### src/rtl/vic_prio_wb.sv
// Vectored interrupt controller: N sources with edge/level mode, a runtime mask and a
// spurious vector. Define VIC_ROTATE_EN to get round-robin instead of fixed priority.
module vic_prio_wb #(
  parameter int            N         = 4,
  parameter logic [N-1:0]  EDGE      = {N{1'b1}},
  parameter logic [N-1:0]  MASK_INIT = {N{1'b1}},
  parameter logic [15:0]   SPUR_VEC  = 16'o000000
) (
  input  logic            clk_sys,
  input  logic            reset,
  input  logic            ce,
  input  logic [16*N-1:0] ivec,
  input  logic [N-1:0]    ireq,
  output logic [N-1:0]    iack,
  input  logic            mask_we,
  input  logic [N-1:0]    mask_din,
  output logic [N-1:0]    mask_q,
  output logic [N-1:0]    pending_q,
  input  logic            wb_stb_i,
  output logic            wb_ack_o,
  output logic [15:0]     wb_dat_o,
  output logic            wb_irq_o
);

  localparam int IW = (N > 1) ? $clog2(N) : 1;

  typedef enum logic [1:0] {IDLE, REPLY, HOLD} state_t;

  state_t         state_q, state_d;
  logic [N-1:0]   ireq_prev_q;
  logic [N-1:0]   pending_d;
  logic [N-1:0]   iack_q, iack_d;
  logic           ack_q, ack_d;
  logic [15:0]    dat_q, dat_d;
  logic           irq_q;
  logic [N-1:0]   req;
  logic [IW-1:0]  sel_idx;
  logic           sel_vld;

  assign req      = pending_q & mask_q;
  assign sel_vld  = |req;
  assign iack     = iack_q;
  assign wb_ack_o = ack_q;
  assign wb_dat_o = dat_q;
  assign wb_irq_o = irq_q;

`ifdef VIC_ROTATE_EN
  logic [IW-1:0] ptr_q, ptr_d;

  // Later iterations overwrite earlier ones, so ptr-1 ends up with the highest rank.
  always_comb begin
    int idx;
    idx     = 0;
    sel_idx = '0;
    for (int k = N; k >= 1; k--) begin
      idx = (int'(ptr_q) + N - k) % N;
      if (req[idx]) sel_idx = IW'(idx);
    end
  end
`else
  always_comb begin
    sel_idx = '0;
    for (int i = 0; i < N; i++) begin
      if (req[i]) sel_idx = IW'(i);
    end
  end
`endif

  // Acknowledge FSM: the vector is captured on IDLE exit and frozen until back in IDLE.
  always_comb begin
    state_d = state_q;
    ack_d   = ack_q;
    dat_d   = dat_q;
    iack_d  = '0;
`ifdef VIC_ROTATE_EN
    ptr_d   = ptr_q;
`endif
    if (ce) begin
      case (state_q)
        IDLE: begin
          if (wb_stb_i) begin
            ack_d   = 1'b1;
            dat_d   = sel_vld ? ivec[int'(sel_idx)*16 +: 16] : SPUR_VEC;
            state_d = REPLY;
            if (sel_vld) begin
              iack_d[sel_idx] = 1'b1;
`ifdef VIC_ROTATE_EN
              ptr_d = sel_idx;
`endif
            end
          end
        end
        REPLY: state_d = HOLD;
        HOLD: begin
          if (!wb_stb_i) begin
            ack_d   = 1'b0;
            dat_d   = '0;
            state_d = IDLE;
          end
        end
        default: state_d = IDLE;
      endcase
    end
  end

  // Edge channels: a new rising edge beats a simultaneous acknowledge clear.
  always_comb begin
    pending_d = pending_q;
    for (int i = 0; i < N; i++) begin
      if (EDGE[i])
        pending_d[i] = (ireq[i] & ~ireq_prev_q[i]) | (pending_q[i] & ~iack_d[i]);
      else
        pending_d[i] = ireq[i];
    end
  end

  always_ff @(posedge clk_sys or posedge reset) begin
    if (reset) begin
      state_q     <= IDLE;
      ireq_prev_q <= '0;
      pending_q   <= '0;
      mask_q      <= MASK_INIT;
      iack_q      <= '0;
      ack_q       <= 1'b0;
      dat_q       <= '0;
      irq_q       <= 1'b0;
`ifdef VIC_ROTATE_EN
      ptr_q       <= IW'(N - 1);
`endif
    end else begin
      state_q     <= state_d;
      ireq_prev_q <= ireq;
      pending_q   <= pending_d;
      if (mask_we) mask_q <= mask_din;
      iack_q      <= iack_d;
      ack_q       <= ack_d;
      dat_q       <= dat_d;
      irq_q       <= |(pending_q & mask_q);
`ifdef VIC_ROTATE_EN
      ptr_q       <= ptr_d;
`endif
    end
  end

endmodule

### config.mk
export PLATFORM = sky130hd
export DESIGN_NAME = vic_prio_wb
export DESIGN_NICKNAME = d
export VERILOG_FILES = /design/src/rtl/vic_prio_wb.sv
export SDC_FILE = /design/constraint.sdc
export NUM_CORES = 1
export LEC_CHECK = 0
export ABC_CLOCK_PERIOD_IN_PS = 3510
export BUFFER_PORTS_ARGS = -buffer_cell sky130_fd_sc_hd__buf_2
export CAP_MARGIN = 0
export CORE_ASPECT_RATIO = 0.8
export CORE_UTILIZATION = 40
export CTS_BUF_LIST = sky130_fd_sc_hd__clkbuf_4
export DETAILED_ROUTE_END_ITERATION = 10
export PLACE_DENSITY = 0.79
export SYNTH_ARGS = -nofsm -noshare
export SYNTH_HDL_FRONTEND = slang
export SYNTH_SLANG_ARGS = --single-unit
### constraint.sdc
create_clock -name clk_sys -period 3.51 [get_ports clk_sys]
set_input_delay 0.351 -clock clk_sys [delete_from_list [all_inputs] [get_ports clk_sys]]
set_output_delay 0.351 -clock clk_sys [all_outputs]
set_load 0.02 [all_outputs]
* Word level (Yosys, flattened, before mapping)
Cells that the tools add are included.
** Storage, ports and cells
- Register bits after elaboration :: 36
- Bits in latches :: 0
- Memory bits (writable) :: 0
- Bits in read-only memories :: 0
- Bits of input ports :: 77
- Output and inout bits :: 30
- Logic and storage cells :: 61
- Memories :: 0
** Cells by class
- $add $sub $neg :: 0
- Multipliers :: 0
- Div/mod/pow operators :: 0
- $lt $le $gt $ge :: 2
- Eq/ne operators :: 4
- Shift operators :: 1
- Multiplexer cells :: 19
- Bitwise gates (word level) :: 21
- Reductions and logical operators :: 6
** Operator list (number)
- variable part select 64 x 7 -> 16 bit :: 1
- 2-to-1 mux 16 bit :: 3
- one-hot mux 16 bit (2 select lines) :: 1
- 2-to-1 mux 4 bit :: 4
- AND 1 bit :: 8
- 2-to-1 mux 2 bit :: 4
- NOT 1 bit :: 8
- one-hot mux 2 bit (3 select lines) :: 1
- AND 4 bit :: 1
- 2-to-1 mux 1 bit :: 4
- != test 2 bit, second input constant :: 2
- bitwise OR 1 bit :: 4
- AND reduction 4 bit :: 1
- OR reduction 4 bit :: 1
- less-than comparator 2 x 3 -> 1 bit, second input constant :: 1
- AND reduction 3 bit :: 1
- demux 1 bit (select 2 bit) :: 1
- equality test 2 x 1 -> 1 bit, second input constant :: 1
- equality test 2 bit, second input constant :: 1
- >= comparator 2 x 1 -> 1 bit, second input constant :: 1
- zero test 2 bit :: 1
- one-hot mux 1 bit (2 select lines) :: 1
- nonzero test 2 bit :: 1
- logical AND 1 bit :: 1

* Longest topological paths before layout
Gate-level depths: netlist (run 1).
- Word-level depth :: 15
- Depth in mapped cells :: 6
- Mapped depth without buffers :: 4

* Worst setup path after synthesis (run 1)
OpenSTA, ideal clock, no wires.
- Path kind :: flip-flop to flip-flop
- From :: reg mask_q[1]
- To :: reg dat_q[10] (netlist: wb_dat_o[10])
- Library setup time :: 0.127 ns
- Arrival time :: 1.469 ns
- Data required time :: 3.383 ns
- Slack :: 1.914 ns
- Stages on the path, launching flop included :: 6
- Buffers on the path :: 1
- Period minus slack after synthesis :: 1.596 ns
- Cell sequence :: dfstp_2 nand2_2 buf_6 mux2_4 a222oi_1 o21ai_1
** On the way
- Cells in the longest elaborated chain, start to end :: 8
- Elaborated cells between the ends (all ways) :: 9
- Those cells by class :: shift: 1; mux: 6; bitwise: 1; reduce/logical: 1
** Ends and longest elaborated chain
- from (decl) :: line 17 : output logic [N-1:0] mask_q,
- from (signal assigned) :: line 134 : if (mask_we) mask_q <= mask_din;
- AND 4 bit (*) :: line 40 : assign req = pending_q & mask_q;
- 2-to-1 mux 1 bit :: line 64 : if (req[i]) sel_idx = IW'(i);
- 2-to-1 mux 2 bit (2 in series) :: line 64
- variable part select 64 x 7 -> 16 bit :: line 83 : dat_d = sel_vld ? ivec[int'(sel_idx)*16 +: 16] : SPUR_VEC;
- 2-to-1 mux 16 bit (*) :: line 83
- 2-to-1 mux 16 bit (*) :: line 81 : if (wb_stb_i) begin
- one-hot mux 16 bit (2 select lines) (*) :: line 79 : case (state_q)
- to (signal assigned) :: line 137 : dat_q <= dat_d;
- to (decl) :: line 34 : logic [15:0] dat_q, dat_d;
Mark *: on every way between the ends. The rest lies on a longest branch, timed or not. The select of a mux whose other input is x is not followed.
A chain may end at the register's enable or synchronous reset.

* Final worst setup path (run 1)
- From :: reg mask_q[1]
- To :: reg dat_q[8] (netlist: wb_dat_o[8])
Same word-level chain as after synthesis.

==> reports/metrics.cfg, run 1 <==
[outcome]
status = finished clean

[logic_synthesis]
yosysTopAreaCellShare_pct = 44.7
syn_nets = 229
yosysUniqueCellTypes = 24
syn_inst = 152
ys_ff_latch = 36
synth_warnings = 0
synth-seq-area-share_pct = 50.5
synth_area_leaders = dfrtp_1 (45%), mux2_4 (13%), a222oi_1 (8.9%), dfstp_2 (5.9%), o21ai_1 (5.9%)
syn-cell-area_mm2 = 0.00179
synth.largest_area_cell = dfrtp_1
syn_area_per_cell_um2 = 11.8

[finish]
drive_gt1_share_pct = 54.8
seqCellArea_um2 = 906
final_cell_mix = buf_2 (106), dfrtp_1 (32), nand2_1 (25)
instances_no_fill = 316
area_delta_synth_final_pct = 35.0
fill_cells = 395
final_nets = 335
final_common_cell = buf_2
antenna_cells = 0
postLayoutCellArea_mm2 = 0.00242
multi_input_area_um2 = 792

[hold_path]
hp-class = input pin to async pin

[power_and_ir_drop]
seqPwrFrac_pct = 40.5
switchingPower_w = 0.000555
clockPowerShare_pct = 19.6
p_int_w = 0.000923
p_comb_share_pct = 40.0
power_leakage_nw = 1.28
power-per-cell-area_mw_per_mm2 = 611
vdd_drop_max_uv = 322
total_power_w = 0.00148
swShare_pct = 37.5

[global_route]
grt_start_max_net_pins = 37
grt_pass1_vias = 1507
grt_first_pass_wirelength_um = 6990
overflow = 0
grt_usage_pct = 19.1
antenna_found_initial = 0

[critical_path]
r2r_slack_ns = 1.58
critical_path_required_ns = 3.72
worstSetupStartpointType = flop
critical_path_class = flop to flop
critPathMaxFanout = 20
arrival_ns = 2.14
endpoint_kind = flop

[die]
start_util_pct = 42.4
die_h_um = 61.9
fp.coreArea_mm2 = 0.00423
die_w_um = 76.9
die_area_mm2 = 0.00476
io_pins = 107
rows = 21

[cts]
tritoncts = yes
holdBufCountCts = 0
cts_buffer_depth = 2
cts-root-buf = clkbuf_4
htree_levels = 2
clock_sinks = 36
cts_inserted_buffers = 5
cts.repair.resized = 0
clk_pin_slew_worst_paths_ns = 0.11
clkLatencyLatePin_ns = 0.33
postCtsSetupBuffers = 0

[routing]
vias = 1641
vias_per_cell = 5.19
first_pass_iters = 5
routed_wl_um = 4580
drt-initial-drc-count = 99
wl_per_cell_um = 14.5
ant_nets = 0
drc = 0

[placed_design]
numPlacedInstances = 308
placed_area_mm2 = 0.00234
gp_congestion = 0.688
numPortBuffers = 106
post-dp-hpwl_um = 3270

[sta]
maxSlewHeadroom_pct = 53.2
finalHoldViolCount = 0
rsz0062_at_grt = no
timing.hold.ws_ns = 0.101
finalCriticalPeriod_ns = 1.93
tns_ns = 0
period_share_pct = 55.0
finalMaxSlewViolations = 0
fmax_mhz = 518
tightest_slew_ns = 0.699
skew_ns = 0.00526
setup_viol = 0

[job]
maxCapViolCount = 0

## registers in the layout, indices dropped and copies added (netlist names)
register and count:
wb_ack_o 1, state_q 2, wb_irq_o 1, iack 4, mask_q 4, pending_q 4
ireq_prev_q 4, wb_dat_o 16
## logic make-up (layout without fill, tap and decap cells)
kind of cell,after synthesis,count (layout),synth area share (%)
xor+xnor,1,1,0.489
buf+inv,17,124,5.30
mux,20,20,15.9
compound gates,43,43,17.7
simple gates,35,35,10.0
flops,36,36,50.5
## worst max-delay path: stages, from the launching register on
cell and delay, ns:
dfstp_2 0.57, nand2_2 0.36, mux2_4 0.43, a222oi_1 0.35
o21ai_1 0.10
## worst paths after layout
| path | startpoint | to | cells after the start |
|---|---|---|---|
| setup / recovery | mask_q[1] | wb_dat_o[8] | 4 |
| hold / removal | reset | pending_q[1] | 3 |
| setup reg to reg | mask_q[1] | wb_dat_o[8] | 4 |
| hold reg to reg | ireq_prev_q[0] | pending_q[0] | 1 |
| max in group asynchronous | reset | mask_q[3] | 3 |
| min in group clk_sys | ireq[1] | ireq_prev_q[1] | 1 |
## power by group through the flow
stage                     Combinational [W]  Clock (W)  Sequential [W]
final                              0.000591   0.000289        0.000598
after global routing               0.000646   0.000321        0.000611
after CTS                          0.000594   0.000301        0.000599
after detailed placement           0.000593          0        0.000608
after global placement             0.000584          0        0.000599
after floorplan                    0.000273          0        0.000729
## area by class of cell
class,count,area share (%)
sequential,36,37.4
timing repair buffer,107,22.2
tap,57,2.95
clock buffer,6,1.86
inverter,9,1.40
multi-input combinational,99,32.7
clock inverter,2,1.45
## stage by stage
stage          worst slack (ns)  util [%]
6_report                   1.58      57.2
3_3_place_gp               1.62      55.3
3_5_place_dp               1.56      55.3
5_1_grt                    1.46      57.2
2_1_floorplan              1.91         -
4_1_cts                    1.55      57.2
## routing by layer
| layer | part of all wire [%] | wire length [um] | vias up | global-route usage [%] |
|---|---|---|---|---|
| li1 | - | - | 785 | - |
| met3 | 6.2 | 282 | 5 | 4.53 |
| met4 | 0.74 | 34 | 0 | 6.59 |
| met5 | 0 | 0 | - | 0 |
| met2 | 50 | 2290 | 59 | 34.3 |
| met1 | 43 | 1970 | 792 | 23.4 |
## synthesized netlist by cell type
library cell / n
a222oi_1: 16
a22oi_4: 1
a31o_2: 1
and2_4: 1
buf_2: 4
buf_4: 1
buf_6: 3
dfrtp_1: 32
dfstp_2: 4
inv_1: 9
mux2_1: 4
mux2_4: 16
nand2_1: 25
nand2_2: 1
nand3_1: 2
nand4bb_4: 1
nor2_1: 2
nor2_4: 1
nor3_1: 1
nor3_2: 1
o21ai_0: 2
o21ai_1: 21
o22ai_1: 2
xor2_1: 1
(Power assumes the default switching activity.)
==> run 2: changes to the inputs <==
--- a/config.mk
+++ b/config.mk
@@ -5,14 +5,14 @@
 export SDC_FILE = /design/constraint.sdc
 export NUM_CORES = 1
 export LEC_CHECK = 0
-export ABC_CLOCK_PERIOD_IN_PS = 3510
+export ABC_CLOCK_PERIOD_IN_PS = 1750
 export BUFFER_PORTS_ARGS = -buffer_cell sky130_fd_sc_hd__buf_2
 export CAP_MARGIN = 0
 export CORE_ASPECT_RATIO = 0.8
 export CORE_UTILIZATION = 40
 export CTS_BUF_LIST = sky130_fd_sc_hd__clkbuf_4
 export DETAILED_ROUTE_END_ITERATION = 10
-export PLACE_DENSITY = 0.79
+export PLACE_DENSITY = 0.82
 export SYNTH_ARGS = -nofsm -noshare
 export SYNTH_HDL_FRONTEND = slang
 export SYNTH_SLANG_ARGS = --single-unit
==> constraint.sdc (replaced) <==
create_clock -name clk_sys -period 1.75 [get_ports clk_sys]
set_input_delay 0.175 -clock clk_sys [delete_from_list [all_inputs] [get_ports clk_sys]]
set_output_delay 0.175 -clock clk_sys [all_outputs]
set_load 0.02 [all_outputs]
==> run 2 against run 1 <==
Effect of this change: worst setup slack got worse by 1.5 ns; cell count up 2.8%; clock power up 52%; largest cell class unchanged.
==> reports/metrics.cfg, run 2 (synthesized netlist as in run 1, its figures left out) <==
[finish]
drive_gt1_share_pct = 54.1  ; -0.72 points
largest_reg_flops = 16  ; unchanged
final_nets = 344  ; +2.7%
final_common_cell = buf_2
antenna_cells = 0  ; unchanged
area_delta_synth_final_pct = 38.9
final_cell_mix = buf_2 (106), dfrtp_1 (32), nand2_1 (25)

[cts]
cts_buffer_depth = 2  ; unchanged
tritoncts = yes
cts-root-buf = clkbuf_4
cts_inserted_buffers = 5  ; unchanged
clock_sinks = 36  ; unchanged
clkLatencyLatePin_ns = 0.34  ; about the same
postCtsSetupBuffers = 0  ; unchanged
htree_levels = 2  ; unchanged
clk_pin_slew_worst_paths_ns = 0.11  ; about the same

[die]
die_area_mm2 = 0.00476  ; unchanged
die_h_um = 61.9  ; unchanged
rows = 21  ; unchanged
io_pins = 107  ; unchanged
start_util_pct = 42.4  ; unchanged
fp.coreArea_mm2 = 0.00423  ; unchanged
die_w_um = 76.9  ; unchanged

[routing]
ant_nets = 0  ; unchanged
vias_per_cell = 5.11  ; -1.6%
routed_wl_um = 4510  ; -1.7%
drc = 0  ; unchanged
drt-initial-drc-count = 114  ; +15%
vias = 1661  ; +1.2%
first_pass_iters = 8  ; +3
wl_per_cell_um = 13.9  ; -4.4%

[sta]
fmax_mhz = 605  ; +17%
rsz0062_at_grt = no
tns_ns = 0  ; unchanged
finalMaxSlewViolations = 0  ; unchanged
period_share_pct = 94.5  ; +39 points
tightest_slew_ns = 0.443  ; -0.257 ns
finalHoldViolCount = 0  ; unchanged
finalCriticalPeriod_ns = 1.65  ; -0.277 ns
maxSlewHeadroom_pct = 70.5  ; +17 points
setup_viol = 0  ; unchanged
skew_ns = 0.0102  ; +0.00493 ns

[critical_path]
r2r_end = wb_dat_o[8]
arrival_ns = 1.86  ; -0.28 ns
r2r_slack_ns = 0.1  ; -1.48 ns
reg2reg_from = mask_q[1]
critPathMaxFanout = 20  ; unchanged
endpoint_kind = flop
worstSetupStartpointType = flop
critical_path_class = flop to flop
cp-startpoint = mask_q[1]
reg2reg_depth = 5  ; +1
critical_path_required_ns = 1.96  ; -1.76 ns

[global_route]
grt_first_pass_wirelength_um = 7080  ; +1.3%
grt_usage_pct = 19.6  ; +0.43 points
overflow = 0  ; unchanged
antenna_found_initial = 0  ; unchanged
grt_pass1_vias = 1580  ; +4.8%
grt_start_max_net_pins = 37  ; unchanged

[hold_path]
hp-class = input pin to flop
min_to = mask_q[3]
hold_depth = 2
min_from = mask_din[3]

[power_and_ir_drop]
vdd_drop_max_uv = 644  ; +100%
power-per-cell-area_mw_per_mm2 = 1150  ; +89%
power_leakage_nw = 1.31  ; +2.2%
total_power_w = 0.00287  ; +94%

[job]
maxCapViolCount = 0  ; unchanged

[placed_design]
gp_congestion = 0.687  ; about the same
post-dp-hpwl_um = 3310  ; +1.2%
numPortBuffers = 106  ; unchanged

[outcome]
status = finished clean

==> run 2: cell count changes in the layout (fill, tap and decap cells not counted), sizes merged <==
cell / change
bufinv: -1
clkinvlp: +1
dlygate4sd3: +5
buf: +4
==> run 2: cell type report <==
| cell class | instances | area (um2) |
|---|---|---|
| Clock buffer | 6 | 45.0 |
| Clock inverter | 2 | 11.3 |
| Fill cell | 391 | 1740 |
| Inverter | 9 | 33.8 |
| Multi-Input combinational cell | 99 | 792 |
| Sequential cell | 36 | 906 |
| Tap cell | 57 | 71.3 |
| Timing Repair Buffer | 116 | 631 |
==> run 2: worst max-delay path by stage <==
stage | depth (start not counted) | end | slack (ns)
after global routing | 5 | wb_dat_o[2] | 0.01
after global placement | 5 | wb_dat_o[8] | 0.13
after floorplan | 5 | wb_dat_o[10] | 0.15
after detailed placement | 5 | wb_dat_o[8] | 0.08
after CTS | 5 | wb_dat_o[8] | 0.05
final | 5 | wb_dat_o[8] | 0.1
==> run 2: where the power goes <==
| group | switching (W) | leakage (nW) | total (W) | internal (W) |
|---|---|---|---|---|
| combinational | 0.000714 | 0.843 | 0.00123 | 0.000514 |
| sequential | 0.000139 | 0.436 | 0.00120 | 0.00106 |
| clock | 0.000270 | 0.0293 | 0.000439 | 0.000168 |
| total | 0.00112 | 1.31 | 0.00287 | 0.00174 |
==> run 2: timing repair <==
action	4_1_cts	5_1_grt
hold buffers	5	0
gates resized for setup	0	0
endpoints found under the setup margin	0	2
endpoints found under the hold margin	36	0
==> run 2: critical path: stages, from the launching register on <==
cell	delay, ns
dfstp_2	0.56
nand2_2	0.06
buf_12	0.17
mux2_4	0.30
a222oi_1	0.32
o21ai_1	0.10
==> run 2: metrics by stage <==
stage / cells / setup slack [ns] / area (um2) / hold WS, ns / util, %
finish: 325 / 0.0969 / 2490 / 0.0538 / 58.9
global route: 325 / 0.0136 / 2490 / 0.0368 / 58.9
CTS: 325 / 0.0494 / 2490 / 0.0347 / 58.9
detailed placement: 312 / 0.0810 / 2380 / 0.297 / 56.3
global placement: 312 / 0.130 / 2380 / 0.292 / 56.3
floorplan: 152 / 0.154 / 1790 / 0.206 / -
==> run 2: metal layers <==
layer  track usage, %  wire length [um]  vias to the layer above
met1             23.4              1880                      778
met2             34.6              2260                       79
met5                0                 0                        -
met4             9.62                65                        0
met3             4.53               299                        9
li1                 -                 -                      795
